## config.mk

```make
export PLATFORM = sky130hd
export DESIGN_NAME = sub9bit_core
export DESIGN_NICKNAME = d
export VERILOG_FILES = /design/src/rtl/sub9bit_core.sv
export SDC_FILE = /design/constraint.sdc
export NUM_CORES = 1
export LEC_CHECK = 0
export CAP_MARGIN = 20
export CORE_AREA = 5 5 58 45
export DETAILED_ROUTE_END_ITERATION = 8
export DIE_AREA = 0 0 63 50
export GPL_TIMING_DRIVEN = 0
export PLACE_DENSITY_LB_ADDON = 0.15
export SLEW_MARGIN = 20
export SYNTH_ARGS = -nofsm -noshare
export SYNTH_HDL_FRONTEND = slang
export SYNTH_SLANG_ARGS = --single-unit
```

## constraint.sdc

```tcl
create_clock -name clk -period 0.8 [get_ports clk]
set_input_delay 0.08 -clock clk [delete_from_list [all_inputs] [get_ports clk]]
set_output_delay 0.08 -clock clk [all_outputs]
set_load 0.1 [all_outputs]
```

## src/rtl/sub9bit_core.sv

```systemverilog
// Registered 9-bit adder/subtractor with carry-out and signed-overflow flag; optional saturation under SUB9BIT_SAT_EN.
// Latency: one clk cycle from input sample to registered S/CO/OFL.
// Backpressure: none; a new operation is accepted on every rising edge.
module sub9bit_core #(
    parameter int WIDTH = 9
) (
    input  logic             clk,
    input  logic             rst_n,
    input  logic [WIDTH-1:0] A,
    input  logic [WIDTH-1:0] B,
    input  logic             CI,
    input  logic             ADD,
    output logic [WIDTH-1:0] S,
    output logic             CO,
    output logic             OFL
);

    logic [WIDTH-1:0] b_eff;
    logic [WIDTH:0]   raw;
    logic             ofl_raw;
    logic [WIDTH-1:0] s_d;
    logic [WIDTH-1:0] s_q;
    logic             co_d;
    logic             co_q;
    logic             ofl_d;
    logic             ofl_q;

    // Subtract is A + ~B + CI, so CI=1 means "no borrow-in" and CO=1 means "no borrow".
    assign b_eff   = ADD ? B : ~B;
    assign raw     = {1'b0, A} + {1'b0, b_eff} + {{WIDTH{1'b0}}, CI};
    assign ofl_raw = (A[WIDTH-1] == b_eff[WIDTH-1]) && (raw[WIDTH-1] != A[WIDTH-1]);

    always_comb begin
        co_d  = raw[WIDTH];
        ofl_d = ofl_raw;
        s_d   = raw[WIDTH-1:0];
`ifdef SUB9BIT_SAT_EN
        // Clamp toward the operands' common sign; CO/OFL still report the raw result.
        if (ofl_raw) begin
            s_d = A[WIDTH-1] ? {1'b1, {(WIDTH-1){1'b0}}} : {1'b0, {(WIDTH-1){1'b1}}};
        end
`endif
    end

    always_ff @(posedge clk or negedge rst_n) begin
        if (!rst_n) begin
            s_q   <= '0;
            co_q  <= 1'b0;
            ofl_q <= 1'b0;
        end else begin
            s_q   <= s_d;
            co_q  <= co_d;
            ofl_q <= ofl_d;
        end
    end

    assign S   = s_q;
    assign CO  = co_q;
    assign OFL = ofl_q;

endmodule

```

# --- Word-level counts from Yosys, hierarchy flattened ---
# Index checks and enable logic that the tools add are counted.
op_classes:
  muxes: 1
  eq_ne: 2
  div_mod_pow: 0
  shifts: 0
  reduce_logical: 1
  magnitude_cmp: 0
  n_mul: 0
  n_addsub: 2
  bitwise_logic: 1
op_table:
  columns: ["operator", "count"]
  rows:
  - ["$add 10x1->10", 1]
  - ["$add 9x9->10", 1]
  - ["$mux 9", 1]
  - ["$not 9->9", 1]
  - ["$eq 1x1->1", 1]
  - ["$logic_and 1x1->1", 1]
  - ["$ne 1x1->1", 1]
totals:
  romBits: 0
  n_memories: 0
  in_bits: 22
  latchBits: 0
  register_bits: 11
  mem_bits_rw: 0

# --- Longest topological paths before layout ---
# Gate-level depths: netlist (run 1).
depth:
  ltp_word: 6
  ltp_mapped: 9
  depth_no_buf: 8

# --- Worst setup path before layout (run 1) ---
# Ideal clock, no wire load.
synth_path:
  path_type: "input-to-reg"
  startpoint: "input ADD"
  endpoint: "register ofl_q, in the netlist OFL"
  t_arrival_ns: 1.953
  stages: 9
  setup_slack_ns: -1.278
  t_required_ns: 0.675
  n_path_buf: 1
  setup_time_ns: 0.125
  path_cell_list: "buf_2 > xnor2_1 > fa_1 > inv_1 > fa_1 > nor2b_4 > o31a_1 > o221ai_2 > mux2_2"
synth_via:
  elab_chain_len: 5
  elab_cells_between_ends: 6
synth_lines:
  columns: ["item", "line_no", "source"]
  rows:
  - ["start: declaration", "12", "input logic ADD,"]
  - ["$mux 9 (*)", "29", "assign b_eff = ADD ? B : ~B;"]
  - ["$add 9x9->10", "30", "assign raw = {1'b0, A} + {1'b0, b_eff} + {{WIDTH{1'b0}}, CI};"]
  - ["$add 10x1->10", "30", null]
  - ["$ne 1x1->1", "31", "assign ofl_raw = (A[WIDTH-1] == b_eff[WIDTH-1]) && (raw[WIDTH-1] != A[WIDTH-1]);"]
  - ["$logic_and 1x1->1 (*)", "31", null]
  - ["via ofl_d", "25", "logic ofl_d;"]
  - ["end signal: assignment", "53", "ofl_q <= ofl_d;"]
  - ["end: declaration", "26", "logic ofl_q;"]
# Mark *: on every way through the listed nets, which the timed path passes. The rest lies on a longest branch.

# --- Worst setup path in the final report (run 1) ---
layout_path:
  startpoint: "input ADD"
  endpoint: "register s_q[6], in the netlist S[6]"
layout_via:
  elab_chain_len: 3
layout_lines:
  columns: ["item", "line_no", "source"]
  rows:
  - ["$mux 9", "29", null]
  - ["$add 9x9->10", "30", null]
  - ["$add 10x1->10", "30", null]
  - ["via raw[6]", "19", "logic [WIDTH:0] raw;"]
  - ["end signal: assignment", "47", "s_q <= '0;"]
  - ["end signal: assignment", "51", "s_q <= s_d;"]
  - ["end: declaration", "22", "logic [WIDTH-1:0] s_q;"]
# The timed path passes the listed nets, and every way through them passes these cells.

==> impl_metrics.yaml, run 1 <==
clocking:
  clock_sink_count: 11
  cts_hold_buf: 0
  cts_tree: "done"
  cts.path.max_buffers: 2
  root_buffer: "sky130_fd_sc_hd__clkbuf_4"
  htree_num_levels: 1
  cts_made_buffers: 3
  clock_pin_slew_on_the_worst_setup_and_hold_paths_ns: 0.07
synth:
  synth_enable_flop_cells: 0
  most_frequently_used_cell_type_in_the_post_synthesis_netlist: "sky130_fd_sc_hd__xnor2_1"
  synth-seq-cells: 11
  ys_top_cells_by_count: "sky130_fd_sc_hd__xnor2_1 (13), sky130_fd_sc_hd__dfrtp_1 (11), sky130_fd_sc_hd__ha_1 (8)"
  synth_top_area_cells: "sky130_fd_sc_hd__dfrtp_1 (36%), sky130_fd_sc_hd__xnor2_1 (15%), sky130_fd_sc_hd__ha_1 (13%), sky130_fd_sc_hd__fa_1 (5.2%), sky130_fd_sc_hd__a21oi_1 (4.6%)"
  synthDominantAreaCellType: "sky130_fd_sc_hd__dfrtp_1"
  synth_cell_type_count: 21
  syn-mean-instance-area_um2: 10.3
  proportion_of_register_bits_with_asynchronous_set_or_reset_after_synthesis_pct: 100
  post_synth_inst_count: 74
  synth_top_cell_area_share_pct: 36.1
  synth_fp_nets: 106
  synth_ff_type: "sky130_fd_sc_hd__dfrtp_1"
  post_synth_instance_area_um2: 763
  yosysWarningCount: 0
  yosysSeqAreaShare_pct: 36.1
cells_and_area:
  antenna-diode-count: 0
  layout_cells_sized_above_1_pct: 53.2
  layout.core_utilization_pct: 71.7
  area.growth.synth_to_final_pct: 89.3
  layout.nets: 157
  layout.cell_area.non_filler_um2: 1450
routing:
  detail_route.wirelength_mm: 2.04
  drtIter0Drc: 20
  drt_first_pass_iters: 4
  via_per_inst: 4.91
  ant_nets: 0
  routedWlPerCell_um: 13.8
  via_count: 727
  post-route-drc-count: 0
global_route:
  gr-max-usage-layer: "met2"
  grt_use_met3_pct: 3.64
  first_global_vias: 656
  grtUsageMet1_pct: 14.4
  first_pass_grt_wire_length_mm: 2.91
  antenna_found_initial: 0
  grt_use_met2_pct: 19.6
  grt_start_max_net_pins: 12
  grt_use_total_pct: 11.8
  grt-ovfl-total: 0
run_status:
  run_status: "finished, violations left"
  failing_checks: "setup timing"
sta:
  worst_slack_ns: -0.971
  layout_min_cycle_time_ns: 1.77
  fin_setup_tns_ns: -7.25
  timing.fmax_mhz: 565
  worst_slew_margin_rel_pct: 69.0
  setup_viol: 21
  worst_pin_slew_ns: 0.463
  report.final.slew_viol_count: 0
  rsz0062_at_grt: "yes"
  hold_vio_cnt_final: 0
  post-route-period-util_pct: 221
place:
  globalplace.congestion: 0.689
  worst_setup_slack_post_dpl_ns: -1.72
  detailed_place.area_um2: 1170
  dp_hpwl_mm: 1.32
  port_buffers: 31
worst_hold_path:
  timing.hold.worst.class: "in -> async"
floorplan:
  dieWidth_um: 63
  core-area_um2: 2010
  die_h_um: 50
  floorplan.die_area_um2: 3150
  num_io_pins: 33
  rows: 14
  floorplan.initialDensity_pct: 37.9
worst_setup_path:
  cp_data_required_time_ns: 0.99
  classification_of_the_worst_setup_path: "in -> reg"
  endpoint_kind: "flop"
  path_max_fanout: 4
  cp_data_arrival_time_ns: 1.96
  worstSetupStartpointType: "input port"
run:
  timing.max_cap.violations: 0
pwr:
  power.leakage_nw: 0.656
  power.density_cell_area_nw_per_um2: 2620
  total_power_mw: 3.79
  peakVddDrop_uv: 2370
## where the power goes
group	switching, mW	total, mW	leakage [nW]	internal, mW
combinational	1.67	2.61	0.521	0.943
clock	0.166	0.358	0.0150	0.192
sequential	0.0913	0.825	0.119	0.734
## metal layers
layer  vias up  share of wire [%]
li1        352                  -
met1       346                 40
met2        25                 52
met3         4                6.0
met4         0                1.7
met5         -                  0
## final timing paths
| check | startpoint | endpoint | slack [ns] | cells past startpoint |
|---|---|---|---|---|
| max in group asynchronous | rst_n | S[8] | 0.31 | 1 |
| max | ADD | S[6] | -0.97 | 9 |
| min | rst_n | S[0] | 0.14 | 1 |
| min in group clk | B[0] | S[0] | 0.24 | 3 |
## registers in the layout, indices dropped and copies added (netlist names)
register,cells
CO,1
S,9
OFL,1
## cell families after synthesis
group,share of synthesized area (%)
simple gates,12.8
compound gates,11.3
xor+xnor,16.1
flops,36.1
fa+ha+maj,18.4
buf+inv,2.62
mux,2.79
## worst max-delay path: stages
cell and delay (ns):
sky130_fd_sc_hd__buf_12 0.11, sky130_fd_sc_hd__xnor2_4 0.13, sky130_fd_sc_hd__fa_2 0.38, sky130_fd_sc_hd__inv_2 0.07
sky130_fd_sc_hd__fa_2 0.24, sky130_fd_sc_hd__nor2b_4 0.05, sky130_fd_sc_hd__o31a_1 0.29, sky130_fd_sc_hd__or4b_1 0.51
sky130_fd_sc_hd__nand3_2 0.09
## layout by cell type, fill, tap and decap left out, types with 2 or more instances in the layout
cell type / netlist / final
sky130_fd_sc_hd__clkdlybuf4s50_1: 0 / 10
sky130_fd_sc_hd__buf_8: 0 / 9
sky130_fd_sc_hd__a21oi_1: 7 / 2
sky130_fd_sc_hd__nand2_1: 5 / 2
sky130_fd_sc_hd__xnor2_2: 0 / 3
sky130_fd_sc_hd__fa_2: 0 / 2
sky130_fd_sc_hd__nand2_2: 0 / 3
sky130_fd_sc_hd__xnor2_1: 13 / 9
sky130_fd_sc_hd__nor2b_1: 3 / 3
sky130_fd_sc_hd__o21ai_0: 4 / 2
sky130_fd_sc_hd__buf_6: 0 / 6
sky130_fd_sc_hd__dlygate4sd2_1: 0 / 5
sky130_fd_sc_hd__ha_1: 8 / 7
sky130_fd_sc_hd__clkbuf_4: 0 / 3
sky130_fd_sc_hd__inv_2: 0 / 3
sky130_fd_sc_hd__dfrtp_2: 0 / 10
sky130_fd_sc_hd__a21oi_4: 0 / 3
sky130_fd_sc_hd__a21oi_2: 0 / 2
sky130_fd_sc_hd__dlymetal6s2s_1: 0 / 3
sky130_fd_sc_hd__buf_4: 0 / 12
sky130_fd_sc_hd__nor2_1: 5 / 4
## cell type report
class	count	area [um2]
inverters	4	15.0
multi-input cells	58	581
plain buffers	1	20.0
flip-flops and latches	11	288
well taps	24	30.0
fillers	151	569
repair buffers	46	485
clock buffers	4	26.3
## metrics by stage
stage | std cells | hold slack (ns)
2_1_floorplan | 74 | -0.216
3_3_place_gp | 129 | 0.425
3_5_place_dp | 129 | 0.430
4_1_cts | 143 | 0.148
5_1_grt | 148 | 0.174
6_report | 148 | 0.141
## repair_timing
item | in CTS | in global routing
resized for setup | 104 | 19
buffers inserted | 10 | 5
endpoints found under the setup margin | 22 | 21
pin swaps | 12 | 13
Note: power is estimated with default switching activity, not from simulation.
==> run 2: changes to the inputs <==
- ABC_AREA: not set -> 1
- CORE_AREA: 5 5 58 45 -> 5 5 59 45
- CTS_CLUSTER_SIZE: not set -> 25
- DIE_AREA: 0 0 63 50 -> 0 0 64 50
==> impl_metrics.yaml, run 2 <==
global_route:
  antenna_found_initial: 0
  first_pass_grt_wire_length_mm: 3.74
  grt_start_max_net_pins: 12
  first_global_vias: 819
  grt_use_total_pct: 14.5
  grt-ovfl-total: 0
synth:
  most_frequently_used_cell_type_in_the_post_synthesis_netlist: "sky130_fd_sc_hd__nand2_1"
  synth_top_area_cells: "sky130_fd_sc_hd__dfrtp_1 (35%), sky130_fd_sc_hd__ha_1 (13%), sky130_fd_sc_hd__nand2_1 (11%), sky130_fd_sc_hd__xnor2_1 (9.9%), sky130_fd_sc_hd__inv_1 (7.5%)"
  synth_ff_type: "sky130_fd_sc_hd__dfrtp_1"
  post_synth_instance_area_um2: 797
  post_synth_inst_count: 96
  proportion_of_register_bits_with_asynchronous_set_or_reset_after_synthesis_pct: 100
  syn-mean-instance-area_um2: 8.30
  synthDominantAreaCellType: "sky130_fd_sc_hd__dfrtp_1"
  ys_top_cells_by_count: "sky130_fd_sc_hd__nand2_1 (24), sky130_fd_sc_hd__inv_1 (16), sky130_fd_sc_hd__dfrtp_1 (11)"
  synth_fp_nets: 128
  synth_enable_flop_cells: 0
  synth-seq-cells: 11
  yosysWarningCount: 0
  synth_top_cell_area_share_pct: 34.5
  yosysSeqAreaShare_pct: 34.5
  synth_cell_type_count: 14
floorplan:
  num_io_pins: 33
  dieWidth_um: 64
  rows: 14
  floorplan.initialDensity_pct: 38.9
  floorplan.die_area_um2: 3200
  core-area_um2: 2050
  die_h_um: 50
sta:
  hold_vio_cnt_final: 0
  layout_min_cycle_time_ns: 1.37
  setup_viol: 21
  worst_slew_margin_rel_pct: 69.8
  report.final.slew_viol_count: 0
  timing.fmax_mhz: 731
  worst_slack_ns: -0.569
  worst_pin_slew_ns: 0.451
  post-route-period-util_pct: 171
  rsz0062_at_grt: "yes"
routing:
  routedWlPerCell_um: 14.3
  drt_first_pass_iters: 4
  post-route-drc-count: 0
  ant_nets: 0
  route.met3.wl_um: 213
  top_signal_layer_used: "met4"
  via_per_inst: 4.84
  drtIter0Drc: 10
  via_count: 832
  detail_route.wirelength_mm: 2.46
  wl_met1_um: 950
  met2_length_mm: 1.25
worst_setup_path:
  path_max_fanout: 3
  endpoint_kind: "flop"
  worstSetupStartpointType: "input port"
  cp_data_arrival_time_ns: 1.54
  classification_of_the_worst_setup_path: "in -> reg"
  cp_data_required_time_ns: 0.97
pwr:
  peakVddDrop_uv: 2750
  power.leakage_nw: 0.808
  power.density_cell_area_nw_per_um2: 2350
place:
  dp_hpwl_mm: 1.36
  port_buffers: 31
  worst_setup_slack_post_dpl_ns: -1.32
  globalplace.congestion: 0.760
run_status:
  run_status: "finished, violations left"
  failing_checks: "setup timing"
cells_and_area:
  layout_cells_sized_above_1_pct: 58.8
  layout.nets: 181
  area.growth.synth_to_final_pct: 109
  leading_cell_types_in_the_layout_fill_and_taps_excluded: "sky130_fd_sc_hd__nand2_2 (13), sky130_fd_sc_hd__nand2_1 (13), sky130_fd_sc_hd__inv_1 (12), sky130_fd_sc_hd__buf_4 (12), sky130_fd_sc_hd__dfrtp_2 (10)"
  fill_cells: 106
  layout.core_utilization_pct: 81.1
  antenna-diode-count: 0
  largest_register_ffs: 9
clocking:
  root_buffer: "sky130_fd_sc_hd__clkbuf_4"
  cts_tree: "done"
  cts.path.max_buffers: 2
  htree_num_levels: 1
  clock_pin_slew_on_the_worst_setup_and_hold_paths_ns: 0.06
  clock_sink_count: 11
  cts_made_buffers: 3
run:
  timing.max_cap.violations: 0
worst_hold_path:
  timing.hold.worst.class: "in -> async"
[run 2: cell types whose count changed in the layout (fill, tap and decap cells not counted), moves of 3 or more]
cell	change
sky130_fd_sc_hd__clkdlybuf4s15_1	+3
sky130_fd_sc_hd__clkdlybuf4s50_1	-6
sky130_fd_sc_hd__ha_1	-4
sky130_fd_sc_hd__ha_4	+5
sky130_fd_sc_hd__inv_1	+11
sky130_fd_sc_hd__nand2_1	+11
sky130_fd_sc_hd__nand2_2	+10
sky130_fd_sc_hd__nor2b_1	-3
sky130_fd_sc_hd__xnor2_1	-6
sky130_fd_sc_hd__xnor2_4	+3
sky130_fd_sc_hd__xor2_1	+3
[run 2: final cells by class]
cell class,count,area (um2),share of cell area (%)
flip-flops and latches,11,288,17.3
well taps,24,30.0,1.81
clock buffers,4,26.3,1.58
multi-input cells,67,708,42.6
repair buffers,48,527,31.7
plain buffers,1,20.0,1.20
inverters,17,63.8,3.84
[run 2: routing by layer]
metal,track usage [%],vias to the layer above
met3,3.41,4
met5,0,-
met2,26.6,43
met1,17.0,385
met4,3.11,0
li1,-,400
[run 2: what timing repair did]
| action | CTS | global route |
|---|---|---|
| buffers inserted | 15 | 2 |
| hold buffers | 0 | 0 |
| endpoints found under the hold margin | 0 | 0 |
| pin swaps | 33 | 14 |
| setup endpoints to repair | 22 | 21 |
| gates resized for setup | 132 | 30 |
[run 2: worst max-delay path: stages]
cell and delay [ns]:
sky130_fd_sc_hd__buf_8 0.10, sky130_fd_sc_hd__xnor2_4 0.17, sky130_fd_sc_hd__fa_2 0.25, sky130_fd_sc_hd__inv_2 0.04, sky130_fd_sc_hd__fa_2 0.34, sky130_fd_sc_hd__inv_2 0.06, sky130_fd_sc_hd__nand3_2 0.08, sky130_fd_sc_hd__nand2_2 0.10
sky130_fd_sc_hd__nand2_1 0.07, sky130_fd_sc_hd__nand2_2 0.07, sky130_fd_sc_hd__xor2_1 0.16
[run 2: path summary, 6_finish.rpt]
path                       start    to  slack [ns]  cells past startpoint
max                         B[0]  S[6]       -0.57                     11
min                        rst_n  S[5]        0.14                      1
max in group asynchronous  rst_n  S[6]        0.32                      1
min in group clk            A[0]  S[0]        0.22                      2
[run 2: per-stage QoR]
stage	TNS, ns	hold WS [ns]	total power, mW	std cells	area [um2]
finish	-5.65	0.142	3.91	172	1660
global route	-6.39	0.200	4.07	172	1660
CTS	-5.21	0.157	3.68	170	1500
detailed placement	-19.17	0.431	2.88	151	1190
global placement	-18.78	0.421	2.85	151	1190
floorplan	-5.76	-0.216	2.36	96	850
[run 2: logic make-up (layout without fill, tap and decap cells)]
kind of cell | after synthesis | after routing | share of synthesized area, %
AND/OR/NAND/NOR | 36 | 36 | 18.8
buffers and inverters | 18 | 70 | 8.95
XOR/XNOR | 14 | 14 | 15.4
flip-flops | 11 | 11 | 34.5
adder cells (fa/ha/maj) | 10 | 10 | 17.6
AO/OA/AOI/OAI | 7 | 7 | 4.71
[run 2: where the power goes]
group          internal (mW)  total (mW)  leakage (nW)  switching, mW
combinational          0.992        2.75         0.673           1.76
clock                  0.192       0.345        0.0150          0.154
sequential             0.729       0.814         0.120         0.0853
==> run 3: changes to the inputs <==
- CORE_AREA: 5 5 59 45 -> 10 10 64 50
- DIE_AREA: 0 0 64 50 -> 0 0 74 60
- TNS_END_PERCENT: not set -> 20
==> impl_metrics.yaml, run 3 (synthesized netlist as in run 2, its figures left out) <==
global_route:
  antenna_found_initial: 0
  grt_use_total_pct: 8.88
  first_global_vias: 784
  first_pass_grt_wire_length_mm: 3.19
  grt-ovfl-total: 0
  grt_start_max_net_pins: 12
floorplan:
  num_io_pins: 33
  dieWidth_um: 74
  floorplan.die_area_um2: 4440
  core-area_um2: 2050
  rows: 14
  floorplan.initialDensity_pct: 38.9
  die_h_um: 60
cells_and_area:
  largest_register_ffs: 9
  antenna-diode-count: 0
  layoutNonFillerInstCount: 167
  fill_cells: 150
  mostFrequentLayoutCell: "sky130_fd_sc_hd__nand2_1"
  layout.nets: 176
  layout.cell_area.non_filler_um2: 1520
  layout_cells_sized_above_1_pct: 44.8
  area.growth.synth_to_final_pct: 90.7
  leading_cell_types_in_the_layout_fill_and_taps_excluded: "sky130_fd_sc_hd__nand2_1 (15), sky130_fd_sc_hd__inv_1 (13), sky130_fd_sc_hd__dfrtp_1 (11), sky130_fd_sc_hd__nand2_2 (11)"
clocking:
  cts_hold_buf: 0
  clock_pin_slew_on_the_worst_setup_and_hold_paths_ns: 0.06
  cts.path.max_buffers: 2
  cts_made_buffers: 3
  cts_tree: "done"
  root_buffer: "sky130_fd_sc_hd__clkbuf_4"
  htree_num_levels: 1
  clock_sink_count: 11
sta:
  layout_min_cycle_time_ns: 1.32
  finalHoldWorstSlack_ns: 0.142
  report.final.slew_viol_count: 0
  fin_setup_tns_ns: -4.96
  hold_vio_cnt_final: 0
  rsz0062_at_grt: "yes"
  worst_slack_ns: -0.520
  setup_viol: 21
  timing.fmax_mhz: 758
  worst_pin_slew_ns: 0.460
  worst_slew_margin_rel_pct: 69.2
  post-route-period-util_pct: 165
run:
  timing.max_cap.violations: 0
pwr:
  peakVddDrop_uv: 2330
  power.leakage_nw: 0.782
  power.density_cell_area_nw_per_um2: 2490
routing:
  routedWlPerCell_um: 13.0
  via_per_inst: 4.47
  drt_first_pass_iters: 4
  post-route-drc-count: 0
  ant_nets: 0
  drtIter0Drc: 25
  detail_route.wirelength_mm: 2.17
  via_count: 746
place:
  worst_setup_slack_post_dpl_ns: -1.31
  dp_hpwl_mm: 1.53
  globalplace.congestion: 0.754
  port_buffers: 31
  placedCellCount: 151
  detailed_place.area_um2: 1180
worst_setup_path:
  cp_data_required_time_ns: 0.97
  crit_path_end: "S[6]"
  cp_data_arrival_time_ns: 1.49
  worstSetupStartpointType: "input port"
  endpoint_kind: "flop"
  classification_of_the_worst_setup_path: "in -> reg"
  path_max_fanout: 3
  timing.critical_path.from: "ADD"
worst_hold_path:
  timing.hold.worst.class: "in -> async"
run_status:
  failing_checks: "setup timing"
  run_status: "finished, violations left"
==> run 3: timing repair <==
| item | CTS | global route |
|---|---|---|
| gates resized for setup | 115 | 31 |
| buffers inserted | 10 | 2 |
| pin swaps | 32 | 11 |
| endpoints found under the setup margin | 22 | 21 |
==> run 3: layout make-up <==
cell class / count / area [um2] / share of cell area [%]
plain buffers: 1 / 20.0 / 1.32
multi-input cells: 67 / 631 / 41.5
clock buffers: 4 / 26.3 / 1.73
repair buffers: 43 / 474 / 31.2
well taps: 24 / 30.0 / 1.98
inverters: 17 / 63.8 / 4.20
flip-flops and latches: 11 / 275 / 18.1
==> run 3: power breakdown <==
group | leakage, nW | switching (mW) | internal, mW
Clock | 0.0150 | 0.155 | 0.192
Combinational | 0.637 | 1.68 | 0.947
Sequential | 0.130 | 0.102 | 0.707
Total | 0.782 | 1.94 | 1.85
==> run 3: how the worst min path moves through the flow <==
stage / to / slack [ns] / depth (start not counted) / startpoint
final: S[4] / 0.14 / 1 / rst_n
after global routing: S[0] / 0.15 / 2 / CI
after CTS: S[0] / 0.15 / 1 / rst_n
after detailed placement: S[4] / 0.43 / 1 / rst_n
after global placement: S[5] / 0.42 / 1 / rst_n
after floorplan: CO / -0.22 / 0 / rst_n
==> run 3: routing by layer <==
metal  routed length [um]  global-route usage, %  part of all wire, %
met2                 1110                   15.7                   51
met4                    0                   2.92                    0
met1                  889                   9.89                   41
met5                    0                      0                    0
met3                  167                   2.81                  7.7
==> run 3: worst max-delay path, stage by stage <==
cell and delay [ns]:
sky130_fd_sc_hd__buf_12 0.11, sky130_fd_sc_hd__xnor2_4 0.16, sky130_fd_sc_hd__fa_2 0.23, sky130_fd_sc_hd__inv_2 0.04
sky130_fd_sc_hd__fa_2 0.35, sky130_fd_sc_hd__inv_2 0.06, sky130_fd_sc_hd__nand3_2 0.06, sky130_fd_sc_hd__nand2_2 0.09
sky130_fd_sc_hd__nand2_1 0.07, sky130_fd_sc_hd__nand2_2 0.07, sky130_fd_sc_hd__xor2_1 0.16
==> run 3: through the flow <==
stage	util, %	total power, mW
floorplan	-	2.33
CTS	66.7	3.57
global placement	57.4	2.84
finish	74.2	3.78
detailed placement	57.4	2.87
global route	74.2	3.95
